==> config.mk <==
export PLATFORM = sky130hd
export DESIGN_NAME = spi_reg_slave
export DESIGN_NICKNAME = d
export VERILOG_FILES = /design/src/rtl/spi_reg_slave.sv
export SDC_FILE = /design/constraint.sdc
export NUM_CORES = 1
export LEC_CHECK = 0
export ABC_AREA = 1
export BUFFER_PORTS_ARGS = -buffer_cell sky130_fd_sc_hd__clkbuf_2
export CORE_ASPECT_RATIO = 1.25
export CORE_MARGIN = 2
export CORE_UTILIZATION = 30
export DETAILED_ROUTE_END_ITERATION = 7
export SETUP_SLACK_MARGIN = 0.1
export SLEW_MARGIN = 20
export SYNTH_ARGS = -nofsm -noshare
export SYNTH_HDL_FRONTEND = slang
export SYNTH_SLANG_ARGS = --single-unit
==> constraint.sdc <==
create_clock -name clk -period 2.1 [get_ports clk]
set_clock_uncertainty 0.05 [all_clocks]
set_input_delay 0.315 -clock clk [delete_from_list [all_inputs] [get_ports clk]]
set_output_delay 0.315 -clock clk [all_outputs]
set_load 0.1 [all_outputs]
==> src/rtl/spi_reg_slave.sv <==
// spi_reg_slave: SPI slave register file with selectable CPOL/CPHA,
// configurable word width and register count, read-back over miso and
// burst auto-increment. All SPI pins are oversampled in the clk domain,
// so f_clk must be at least 8x f_sclk.
//
// Frame format: one command byte (bit 7 = 1 for write, 0 for read; the
// address is in the low ADDR_W bits), then one or more DATA_W-bit words.
// The address increments after each word and wraps at N_REGS.
//
// Ports:
//   clk          system clock
//   rst          synchronous, active-high reset
//   ss           slave select, active low, asynchronous to clk
//   sclk         SPI clock, asynchronous to clk
//   mosi         serial data in, MSB first
//   miso         serial data out, MSB first
//   miso_oe      high while a frame is active
//   reg_out      register contents; reg i at [i*DATA_W +: DATA_W]
//   wr_strobe    one-clk pulse on bit i when reg i is written
//   frame_active same as miso_oe
module spi_reg_slave #(
  parameter int DATA_W = 8,
  parameter int N_REGS = 4,
  parameter int CPOL   = 0,
  parameter int CPHA   = 0
) (
  input  logic                       clk,
  input  logic                       rst,
  input  logic                       ss,
  input  logic                       sclk,
  input  logic                       mosi,
  output logic                       miso,
  output logic                       miso_oe,
  output logic [N_REGS*DATA_W-1:0]   reg_out,
  output logic [N_REGS-1:0]          wr_strobe,
  output logic                       frame_active
);

  localparam int ADDR_W = $clog2(N_REGS);
  localparam int CNT_W  = 5;
  localparam logic SCLK_IDLE = (CPOL != 0);
  localparam logic [ADDR_W-1:0] LAST_ADDR = ADDR_W'(N_REGS - 1);

  typedef enum logic [1:0] {IDLE, CMD, DATA} state_t;

  // Synchronisers plus one history flop per pin.
  logic ss_s1, ss_s2, ss_h;
  logic sclk_s1, sclk_s2, sclk_h;
  logic mosi_s1, mosi_s2, mosi_h;

  always_ff @(posedge clk) begin
    if (rst) begin
      ss_s1   <= 1'b1;
      ss_s2   <= 1'b1;
      ss_h    <= 1'b1;
      sclk_s1 <= SCLK_IDLE;
      sclk_s2 <= SCLK_IDLE;
      sclk_h  <= SCLK_IDLE;
      mosi_s1 <= 1'b0;
      mosi_s2 <= 1'b0;
      mosi_h  <= 1'b0;
    end else begin
      // NOTE: non-blocking assignments make each stage take the previous
      // stage's old value, so this really is a shift chain of flops.
      ss_s1   <= ss;
      ss_s2   <= ss_s1;
      ss_h    <= ss_s2;
      sclk_s1 <= sclk;
      sclk_s2 <= sclk_s1;
      sclk_h  <= sclk_s2;
      mosi_s1 <= mosi;
      mosi_s2 <= mosi_s1;
      mosi_h  <= mosi_s2;
    end
  end

  // Edge detection on synchronised pins.
  logic ss_fall, ss_rise, sclk_rise, sclk_fall;
  logic lead_edge, trail_edge, sample_edge, shift_edge;

  assign ss_fall     = ~ss_s2 &  ss_h;
  assign ss_rise     =  ss_s2 & ~ss_h;
  assign sclk_rise   =  sclk_s2 & ~sclk_h;
  assign sclk_fall   = ~sclk_s2 &  sclk_h;
  assign lead_edge   = (CPOL == 0) ? sclk_rise : sclk_fall;
  assign trail_edge  = (CPOL == 0) ? sclk_fall : sclk_rise;
  assign sample_edge = (CPHA == 0) ? lead_edge : trail_edge;
  assign shift_edge  = (CPHA == 0) ? trail_edge : lead_edge;

  state_t                  state;
  logic [CNT_W-1:0]        bit_cnt;
  logic [7:0]              cmd_sr;
  logic                    is_write;
  logic [ADDR_W-1:0]       addr;
  logic [DATA_W-1:0]       rx_sr;
  logic [DATA_W-1:0]       tx_sr;
  logic                    commit;
  logic [DATA_W-1:0]       regs [N_REGS];

  // mosi_h is the data level one clk before the sclk edge was seen, so it
  // has been stable for a while when the edge is acted on.
  logic [7:0]              cmd_next;
  logic [DATA_W-1:0]       rx_next;
  logic [ADDR_W-1:0]       addr_inc;

  assign cmd_next = {cmd_sr[6:0], mosi_h};
  assign rx_next  = {rx_sr[DATA_W-2:0], mosi_h};
  assign addr_inc = (addr == LAST_ADDR) ? '0 : addr + 1'b1;

  // Register read mux; an address decoding past N_REGS reads as zero.
  function automatic logic [DATA_W-1:0] rd_reg(input logic [ADDR_W-1:0] a);
    rd_reg = '0;
    for (int i = 0; i < N_REGS; i++)
      if (a == ADDR_W'(i)) rd_reg = regs[i];
  endfunction

  always_ff @(posedge clk) begin
    if (rst) begin
      state     <= IDLE;
      bit_cnt   <= '0;
      cmd_sr    <= '0;
      is_write  <= 1'b0;
      addr      <= '0;
      rx_sr     <= '0;
      tx_sr     <= '0;
      commit    <= 1'b0;
      miso      <= 1'b0;
      miso_oe   <= 1'b0;
      wr_strobe <= '0;
      // NOTE: the register file is reset explicitly because it drives chip
      // outputs directly; it is a bank of flops, not a RAM.
      for (int i = 0; i < N_REGS; i++) regs[i] <= '0;
    end else begin
      wr_strobe <= '0;

      // A completed word is committed one clk after its last sample edge,
      // then the address advances for the next word of the burst.
      if (commit) begin
        commit <= 1'b0;
        if (is_write) begin
          for (int i = 0; i < N_REGS; i++) begin
            if (addr == ADDR_W'(i)) begin
              regs[i]      <= rx_sr;
              wr_strobe[i] <= 1'b1;
            end
          end
        end else begin
          tx_sr <= rd_reg(addr_inc);
        end
        addr <= addr_inc;
      end

      case (state)
        IDLE: begin
          if (ss_fall) begin
            state   <= CMD;
            bit_cnt <= '0;
            miso    <= 1'b0;
            miso_oe <= 1'b1;
          end
        end

        CMD: begin
          if (ss_rise) begin
            state   <= IDLE;
            miso    <= 1'b0;
            miso_oe <= 1'b0;
          end else if (sample_edge) begin
            cmd_sr <= cmd_next;
            if (bit_cnt == CNT_W'(7)) begin
              state    <= DATA;
              bit_cnt  <= '0;
              is_write <= cmd_next[7];
              addr     <= cmd_next[ADDR_W-1:0];
              tx_sr    <= cmd_next[7] ? '0 : rd_reg(cmd_next[ADDR_W-1:0]);
            end else begin
              bit_cnt <= bit_cnt + 1'b1;
            end
          end
        end

        DATA: begin
          // ss rising wins over a simultaneous sample edge: the partial
          // word never sets commit, so nothing is written.
          if (ss_rise) begin
            state   <= IDLE;
            miso    <= 1'b0;
            miso_oe <= 1'b0;
          end else begin
            if (sample_edge) begin
              rx_sr <= rx_next;
              if (bit_cnt == CNT_W'(DATA_W - 1)) begin
                bit_cnt <= '0;
                commit  <= 1'b1;
              end else begin
                bit_cnt <= bit_cnt + 1'b1;
              end
            end
            if (shift_edge) begin
              miso  <= tx_sr[DATA_W-1];
              tx_sr <= {tx_sr[DATA_W-2:0], 1'b0};
            end
          end
        end

        default: state <= IDLE;
      endcase
    end
  end

  for (genvar g = 0; g < N_REGS; g++) begin : g_reg_out
    assign reg_out[g*DATA_W +: DATA_W] = regs[g];
  end

  assign frame_active = miso_oe;

endmodule

==> results.yml, run 1 <==
grt:
  globalRouteOverflowTotal: 0
  grt_pass1_vias: 3317
  grt_max_degree: 23
  antenna_found_initial: 0
  grt_use_total_pct: 15.3
  grt_pass1_wl_um: 16900
die:
  die_w_um: 106
  start_util_pct: 30.8
  pin_count: 44
  die-area_sq_mm: 0.0141
  coreArea_sq_mm: 0.0128
  dieHeight_um: 132
  fp-row-count: 46
status:
  outcome: "complete, no violations"
setup_path:
  cp.required_ns: 2.33
  crit_family: "simple AND/OR/NAND/NOR gates"
  critPathMaxStageDelay_ns: 0.39
  crit_arrival_ns: 2.05
  path_cells: "inv_1 > ha_1 > inv_4 > nand2_1 > inv_2 > nand2_1 > o21ai_0 > nand2_1 > nand2_1 > nand2_1 > nand2_1 > nand2_1 > a21oi_1"
  path_common_cell: "nand2_1"
  path_buf_inv: 3
  cp_slowest_cell: "dfxtp_1"
  cp_max_fo: 9
  critPathKind: "reg2reg"
  start_kind: "flop"
  setup.worst_path.end_class: "flop"
power_and_ir_drop:
  p_int_mw: 2.92
  combPwrFrac_pct: 18.1
  p_clk_share_pct: 40.7
  p_leak_nw: 2.01
  ir_drop_mv: 0.473
  switching_share_pct: 30.4
  p_switching_mw: 1.28
  power_frac_seq_pct: 41.2
  power_density_mw_per_mm2: 897
final_layout:
  final_util_pct: 36.7
  final_nets: 568
  layout-drive-gt1-share_pct: 17.2
  areaGrowthSynthToFinish_pct: 19.1
  n_antenna_cell: 0
drt:
  via_count: 3354
  wl_per_cell_um: 14.4
  ant_nets: 0
  routed_via_density: 4.62
  first_iter_violations: 210
  wirelength_um: 10500
  remaining_drc_errors: 0
  drt_pre_antenna_iters: 4
sta:
  tns_ns: 0
  setup_viol: 0
  slew_violations: 0
  grt_setup_unrepaired: "false"
  period_needed_ns: 1.82
  slew_headroom_pct: 60.7
  max_freq_mhz: 550
  finalHoldViolCount: 0
  setup_slack_ns: 0.282
  tightest_slew_ns: 0.587
  finalCritPeriodShare_pct: 86.6
clock_network:
  htreeDepth: 3
  path_clk_slew_ns: 0.07
  cts_tree: "done"
  cts_hold_buffers: 0
  root_buffer: "clkbuf_16"
  clock_sinks: 81
  clk_path_buf_depth: 2
  clk_latency_ns: 0.35
  cts_buffers: 9
synth:
  netlist.area_leader.share_pct: 24.9
  synth_fp_nets: 517
  synth_area_leader_cell: "dfxtp_1"
  synth_flop_cell: "dfxtp_1"
  syn_area_per_cell_sq_um: 7.84
  synth.distinct_cells: 34
  yosys-top-cells-area: "dfxtp_1, edfxtp_1, nand2_1"
  synth_edf_count: 32
  synth_cells: 502
  ys_seq_area_share_pct: 49.3
  synth_area_sq_mm: 0.00394
  yosysWarningCount: 0
  ys_async_sr_fraction_pct: 0
  ys_ff_latch: 81
placed_design:
  gp_congestion: 0.883
  dp_hpwl_um: 8010
  dp_slack_ns: 0.291
  port_buffers: 43
min_path:
  hold_class: "in2reg"
job:
  drv_cap: 0
-- power by group through the flow --
stage          logic (mW)  clock network, mW  registers [mW]
6_report            0.762               1.71            1.73
5_1_grt             0.837               1.80            1.73
4_1_cts             0.762               1.74            1.73
3_5_place_dp        0.753                  0            1.76
3_3_place_gp        0.747                  0            1.76
2_1_floorplan       0.447                  0            1.89
-- flip-flops by register name, indices dropped and copies added, names as in the netlist, 2 cells and up --
register,flops
addr,2
bit_cnt,5
cmd_sr,7
regs,32
rx_sr,8
state,2
tx_sr,8
wr_strobe,4
-- path summary, 6_finish.rpt --
check                     start                   to  slack [ns]  cells after the start
max reg2reg  addr[0]$_SDFF_PP0_  tx_sr[4]$_SDFF_PP0_        0.28                     13
max          addr[0]$_SDFF_PP0_  tx_sr[4]$_SDFF_PP0_        0.28                     13
min                          ss     ss_s1$_SDFF_PP1_        0.10                      2
min reg2reg  mosi_s1$_SDFF_PP0_   mosi_s2$_SDFF_PP0_        0.36                      2
-- placed cells by master (no fill, tap or decap), types with 6 or more instances in the layout --
master / count
buf_4: 9
nand2_1: 111
nand3_1: 15
o21ai_0: 49
o21ai_1: 6
ha_1: 10
nor2_4: 7
dfxtp_1: 49
clkbuf_2: 43
nor2_1: 67
clkbuf_16: 9
a21oi_1: 43
edfxtp_1: 32
inv_1: 67
-- repair_timing --
action | 4_1_cts | 5_1_grt
gates resized for setup | 0 | 1
setup buffers | 0 | 0
setup endpoints to repair | 0 | 3
-- layer usage --
layer	part of all wire (%)	up-vias	track usage [%]
li1	-	1707	-
met1	42	1538	18.2
met2	50	92	26.1
met3	5.0	17	3.21
met4	2.5	0	7.65
met5	0	-	0
-- cells in the mapped netlist (2+ instances only) --
master and instances:
buf_2 4, inv_2 6, edfxtp_1 32, nand2_1 111, nand3_1 15, nor2_1 67
clkbuf_1 4, o21ai_1 6, nor2_4 7, ha_1 10, nand2_2 3, o21ai_2 3
o211ai_1 3, inv_1 67, or2_2 4, o21ai_0 49, buf_4 3, dfxtp_1 49
a21oi_1 43, nand4_1 2
-- stage by stage --
step,instances,cell area [sq um],hold slack [ns],power [mW]
after floorplan,502,3940,0.338,2.33
after global placement,710,4370,0.346,2.51
after detailed placement,710,4370,0.346,2.52
after CTS,726,4690,0.0959,4.23
after global routing,726,4690,0.102,4.37
final,726,4690,0.103,4.20
-- cell type report --
| type | count | area [sq um] |
|---|---|---|
| sequential | 81 | 1940 |
| tap | 168 | 210 |
| multi-input combinational | 334 | 1650 |
| timing repair buffer | 52 | 283 |
| inverter | 75 | 287 |
| clock buffer | 10 | 229 |
| fill | 1361 | 8090 |
| clock inverter | 6 | 90.1 |
-- cells by family after synthesis --
| group | count (synthesis) | synth area share [%] |
|---|---|---|
| XOR/XNOR | 1 | 0.223 |
| adder cells (fa/ha/maj) | 10 | 3.18 |
| buffers and inverters | 87 | 8.78 |
| flip-flops | 81 | 49.3 |
| AND/OR/NAND/NOR | 217 | 24.4 |
| AO/OA/AOI/OAI | 106 | 14.1 |
-- worst reg2reg max path: stages (launching register included) --
cell and delay [ns]:
dfxtp_1 0.39, inv_1 0.11, ha_1 0.28, inv_4 0.13
nand2_1 0.11, inv_2 0.11, nand2_1 0.05, o21ai_0 0.08
nand2_1 0.07, nand2_1 0.07, nand2_1 0.06, nand2_1 0.06
nand2_1 0.05, a21oi_1 0.13
Power figures use the tool's default switching activity.
==> inputs of run 2 (changes only) <==
- CORE_MARGIN: 2 -> 4
- PLACE_DENSITY_LB_ADDON: not set -> 0.25
==> run 2 against run 1 <==
Sequential power barely moved. Count of clock-buffer cells in the layout is 3 higher. Worst setup slack better by 0.038 ns. Critical path depth shrank 5. Critical path type unchanged. Largest cell class unchanged.
==> results.yml, run 2 (same netlist as run 1, synthesis figures left out) <==
sta:
  setup_slack_ns: 0.320
  finalHoldViolCount: 0
  slew_violations: 0
  finalCritPeriodShare_pct: 84.8
  tns_ns: 0
  grt_setup_unrepaired: "false"
  max_freq_mhz: 562
  period_needed_ns: 1.78
  setup_viol: 0
  slew_headroom_pct: 62.0
  hold_slack_ns: 0.114
  tightest_slew_ns: 0.568
final_layout:
  fillers: 1333
  final_nets: 574
  largest_reg_flops: 32
  n_antenna_cell: 0
  layout_common_cells: "nand2_1, inv_1, nor2_1"
  layout-drive-gt1-share_pct: 18.1
  stdcell_count: 732
  areaGrowthSynthToFinish_pct: 19.9
  regMostFlops: "regs"
  final_area_sq_mm: 0.00472
  layout_commonest_cell: "nand2_1"
  final_util_pct: 36.9
  largestRegisters: "regs (32), rx_sr (8), tx_sr (8)"
power_and_ir_drop:
  p_total_mw: 4.11
  p_leak_nw: 2.04
  ir_drop_mv: 0.469
  power_density_mw_per_mm2: 871
die:
  pin_count: 44
  die-area_sq_mm: 0.0150
  dieHeight_um: 136
  die_w_um: 110
  start_util_pct: 30.8
  coreArea_sq_mm: 0.0128
  fp-row-count: 46
setup_path:
  critPathMaxStageDelay_ns: 0.33
  worstRegToRegCells: 8
  r2r_start: "state[0]$_SDFFE_PP0P_"
  setup.worst_path.end_class: "flop"
  start_kind: "flop"
  path_common_cell: "inv_1"
  cp_slowest_cell: "dfxtp_1"
  reg2reg_slack_ns: 0.32
  cp_max_fo: 16
  startpoint: "state[0]$_SDFFE_PP0P_"
  cp.required_ns: 2.31
  critPathKind: "reg2reg"
  worstSetupEndpoint: "rx_sr[0]$_SDFFE_PP0P_"
  path_cells: "inv_1 > ha_1 > inv_1 > nor2_2 > inv_2 > nor2_4 > o21ai_0 > a21oi_1"
  rr_endpoint: "rx_sr[0]$_SDFFE_PP0P_"
  crit_arrival_ns: 1.99
clock_network:
  cts_tree: "done"
  htreeDepth: 3
  clock_sinks: 81
  root_buffer: "clkbuf_16"
  clk_latency_ns: 0.34
  clk_path_buf_depth: 2
  path_clk_slew_ns: 0.07
  post_cts_resized: 0
  cts_buffers: 9
placed_design:
  placed_cell_area_sq_mm: 0.00440
  dp_hpwl_um: 8180
  gp_congestion: 0.857
  port_buffers: 43
  place_inst: 714
  dp_slack_ns: 0.328
drt:
  wl_per_cell_um: 14.6
  drt_pre_antenna_iters: 5
  remaining_drc_errors: 0
  routed_via_density: 4.64
  ant_nets: 0
  via_count: 3400
  first_iter_violations: 257
  wirelength_um: 10700
min_path:
  hold_class: "in2reg"
  whs_path_depth: 2
grt:
  grt_pass1_vias: 3347
  grt_pass1_wl_um: 17300
  antenna_found_initial: 0
  grt_max_degree: 22
  globalRouteOverflowTotal: 0
  grt_use_total_pct: 14.5
job:
  drv_cap: 0
status:
  outcome: "complete, no violations"
run 2: worst max-delay path, delay by kind of cell (launching register included):
family	cells	cell delay, ns
buf+inv	3	0.32
flops	1	0.33
simple gates	2	0.46
fa+ha+maj	1	0.28
compound gates	2	0.27
run 2: power by group:
part           internal (mW)  total, mW  switching [mW]
sequential              1.69       1.73          0.0431
clock                  0.960       1.59           0.633
combinational          0.203      0.786           0.584
total                   2.85       4.11            1.26
run 2: how the worst min path moves through the flow:
| stage | start | to |
|---|---|---|
| 3_3_place_gp | sclk_s1$_SDFF_PP0_ | sclk_s2$_SDFF_PP0_ |
| 6_report | ss | ss_s1$_SDFF_PP1_ |
| 5_1_grt | ss | ss_s1$_SDFF_PP1_ |
| 4_1_cts | ss | ss_s1$_SDFF_PP1_ |
| 3_5_place_dp | mosi_s1$_SDFF_PP0_ | mosi_s2$_SDFF_PP0_ |
| 2_1_floorplan | mosi_s2$_SDFF_PP0_ | mosi_h$_SDFF_PP0_ |
run 2: layout make-up:
cell class                 instances  area [sq um]  share of cell area [%]
multi-input combinational        334          1650                    34.9
inverter                          75           284                    6.02
tap                              168           210                    4.46
sequential                        81          1940                    41.2
clock buffer                      13           287                    6.07
timing repair buffer              58           328                    6.95
clock inverter                     3          20.0                   0.424
run 2: metal layers:
metal  global-route usage [%]  wire length [um]  vias to the layer above
met4                     5.41               196                        0
met5                        0                 0                        -
met3                     3.25               435                       12
met2                     25.3              5480                       86
li1                         -                 -                     1720
met1                     17.4              4600                     1582
run 2: repair_timing:
| action | in CTS | in global routing |
|---|---|---|
| hold buffers | 0 | 0 |
| setup endpoints to repair | 0 | 1 |
| setup buffers | 0 | 2 |
==> inputs of run 3 (changes only) <==
- clock period: 2.1 -> 1.8 ns (I/O delays scaled with it)
==> run 3 against run 2 <==
Cell count increased by 1.4%. Die area unchanged. Worst setup slack worse by 0.17 ns. Combinational power up 35%. Sequential power rose by 17%. Maximum frequency rose by 7.9%. Hold slack worse by 0.048 ns. Core utilization up 1.3 points. Sequential cell count unchanged. Power rose by 22%. Non-clock buffer count grew 10. Critical path depth did not move. Critical path type unchanged. Critical endpoint is now tx_sr[0]$_SDFF_PP0_. Largest power group unchanged.
==> results.yml, run 3 (same netlist as run 1, synthesis figures left out) <==
power_and_ir_drop:
  ir_drop_mv: 0.547
  switching_share_pct: 31.1
  power_frac_seq_pct: 40.3
  p_clk_share_pct: 38.6
  p_int_mw: 3.46
  combPwrFrac_pct: 21.1
  power_density_mw_per_mm2: 1030
  p_leak_nw: 2.11
  p_switching_mw: 1.56
setup_path:
  cp.required_ns: 1.96
  rr_endpoint: "tx_sr[0]$_SDFF_PP0_"
  r2r_start: "bit_cnt[1]$_SDFFE_PP0P_"
  cp_max_fo: 7
  startpoint: "bit_cnt[1]$_SDFFE_PP0P_"
  worstRegToRegCells: 8
  reg2reg_slack_ns: 0.15
  crit_arrival_ns: 1.81
  start_kind: "flop"
  critPathKind: "reg2reg"
  setup.worst_path.end_class: "flop"
grt:
  grt_pass1_wl_um: 17100
  antenna_found_initial: 0
  busiest_layer: "met2"
  grt_pass1_vias: 3301
  globalRouteOverflowTotal: 0
  grt_use_total_pct: 14.4
  use_met3_pct: 2.32
  grtUsageMet1_pct: 17.4
  use_met2_pct: 24.9
  grt_max_degree: 21
placed_design:
  dp_hpwl_um: 8170
  gp_congestion: 0.879
  place_inst: 720
  port_buffers: 43
min_path:
  hp-start: "ss"
  whs_path_depth: 2
  holdPathEnd: "ss_s1$_SDFF_PP1_"
  hold_class: "in2reg"
final_layout:
  largest_reg_flops: 32
  regMostFlops: "regs"
  n_antenna_cell: 0
  largestRegisters: "regs (32), rx_sr (8), tx_sr (8)"
  layout-drive-gt1-share_pct: 23.5
  layout_common_cells: "nand2_1, nor2_1, inv_1"
  areaGrowthSynthToFinish_pct: 24.0
  layout_commonest_cell: "nand2_1"
  seqCellArea_sq_mm: 0.00195
  multi_input_area_sq_mm: 0.00171
  fillers: 1331
  stdcell_count: 742
  final_nets: 584
sta:
  finalCritPeriodShare_pct: 91.6
  finalHoldViolCount: 0
  max_freq_mhz: 606
  period_needed_ns: 1.65
  grt_setup_unrepaired: "true"
  slew_headroom_pct: 63.5
  tns_ns: 0
  setup_viol: 0
  tightest_slew_ns: 0.550
  slew_violations: 0
die:
  die-area_sq_mm: 0.0150
  dieHeight_um: 136
  pin_count: 44
  fp-row-count: 46
  start_util_pct: 30.8
  die_w_um: 110
  coreArea_sq_mm: 0.0128
drt:
  ant_nets: 0
  first_iter_violations: 229
  wirelength_um: 10700
  routed_via_density: 4.57
  drt_pre_antenna_iters: 4
  remaining_drc_errors: 0
  wl_per_cell_um: 14.4
  via_count: 3391
clock_network:
  htreeDepth: 3
  clk_path_buf_depth: 2
  clock_sinks: 81
  path_clk_slew_ns: 0.06
  root_buffer: "clkbuf_16"
  cts_tree: "done"
  cts_hold_buffers: 0
  cts_buffers: 9
  clk_latency_ns: 0.34
status:
  outcome: "complete, no violations"
job:
  drv_cap: 0
-- run 3: cell count changes in the layout (fill, tap and decap cells not counted), sizes merged --
cell	previous run	this run
clkbuf	56	54
clkinv	3	2
bufinv	0	1
buf	15	25
inv	75	77
-- run 3: cell type report --
class,count,share of cell area (%)
clock buffers,11,5.21
clock inverters,5,1.23
inverters,75,5.82
multi-input cells,334,35.0
flip-flops and latches,81,39.9
well taps,168,4.31
repair buffers,68,8.51
-- run 3: per-stage QoR --
stage                     util, %  cell area [sq um]  power (mW)  worst slack (ns)  hold WS [ns]
after global placement       34.8               4450        3.00             0.142         0.343
after global routing         38.2               4880        5.24           -0.0211        0.0696
final                        38.2               4880        5.03             0.151        0.0654
after detailed placement     34.8               4450        3.00            0.0778         0.343
after floorplan                 -               3940        2.72            0.0613         0.324
after CTS                    37.3               4760        4.94             0.105        0.0542
-- run 3: worst max-delay path, cell delays in order, from the launching register on --
cell,delay [ns]
dfxtp_1,0.36
ha_1,0.18
nand2_1,0.09
nor2_4,0.16
nand2_1,0.07
a21oi_1,0.25
nand2_2,0.18
nand3_1,0.12
a21oi_1,0.07
-- run 3: worst max-delay path by stage --
stage                          endpoint  slack (ns)  depth (start not counted)
finish              tx_sr[0]$_SDFF_PP0_        0.15                          8
global route        tx_sr[0]$_SDFF_PP0_       -0.02                          8
CTS                 tx_sr[0]$_SDFF_PP0_        0.11                          8
detailed placement  tx_sr[5]$_SDFF_PP0_        0.08                         13
global placement    tx_sr[4]$_SDFF_PP0_        0.14                         13
floorplan           tx_sr[6]$_SDFF_PP0_        0.06                          8
-- run 3: power groups by stage --
stage                     Sequential, mW  Clock [mW]  Combinational, mW
after floorplan                     2.20           0              0.523
after CTS                           2.02        1.97              0.947
after global routing                2.03        2.07               1.15
final                               2.02        1.94               1.06
after detailed placement            2.06           0              0.942
after global placement              2.05           0              0.943
-- run 3: what timing repair did --
item,4_1_cts,5_1_grt
setup buffers,0,6
gates resized for setup,1,24
gates cloned,0,0
setup endpoints to repair,4,36
pin swaps,0,6
-- run 3: layer usage --
layer / vias to the layer above / share of wire (%) / wire [um]
li1: 1752 / - / -
met1: 1550 / 45 / 4800
met2: 69 / 50 / 5320
met3: 20 / 2.9 / 315
met4: 0 / 2.6 / 279
met5: - / 0 / 0
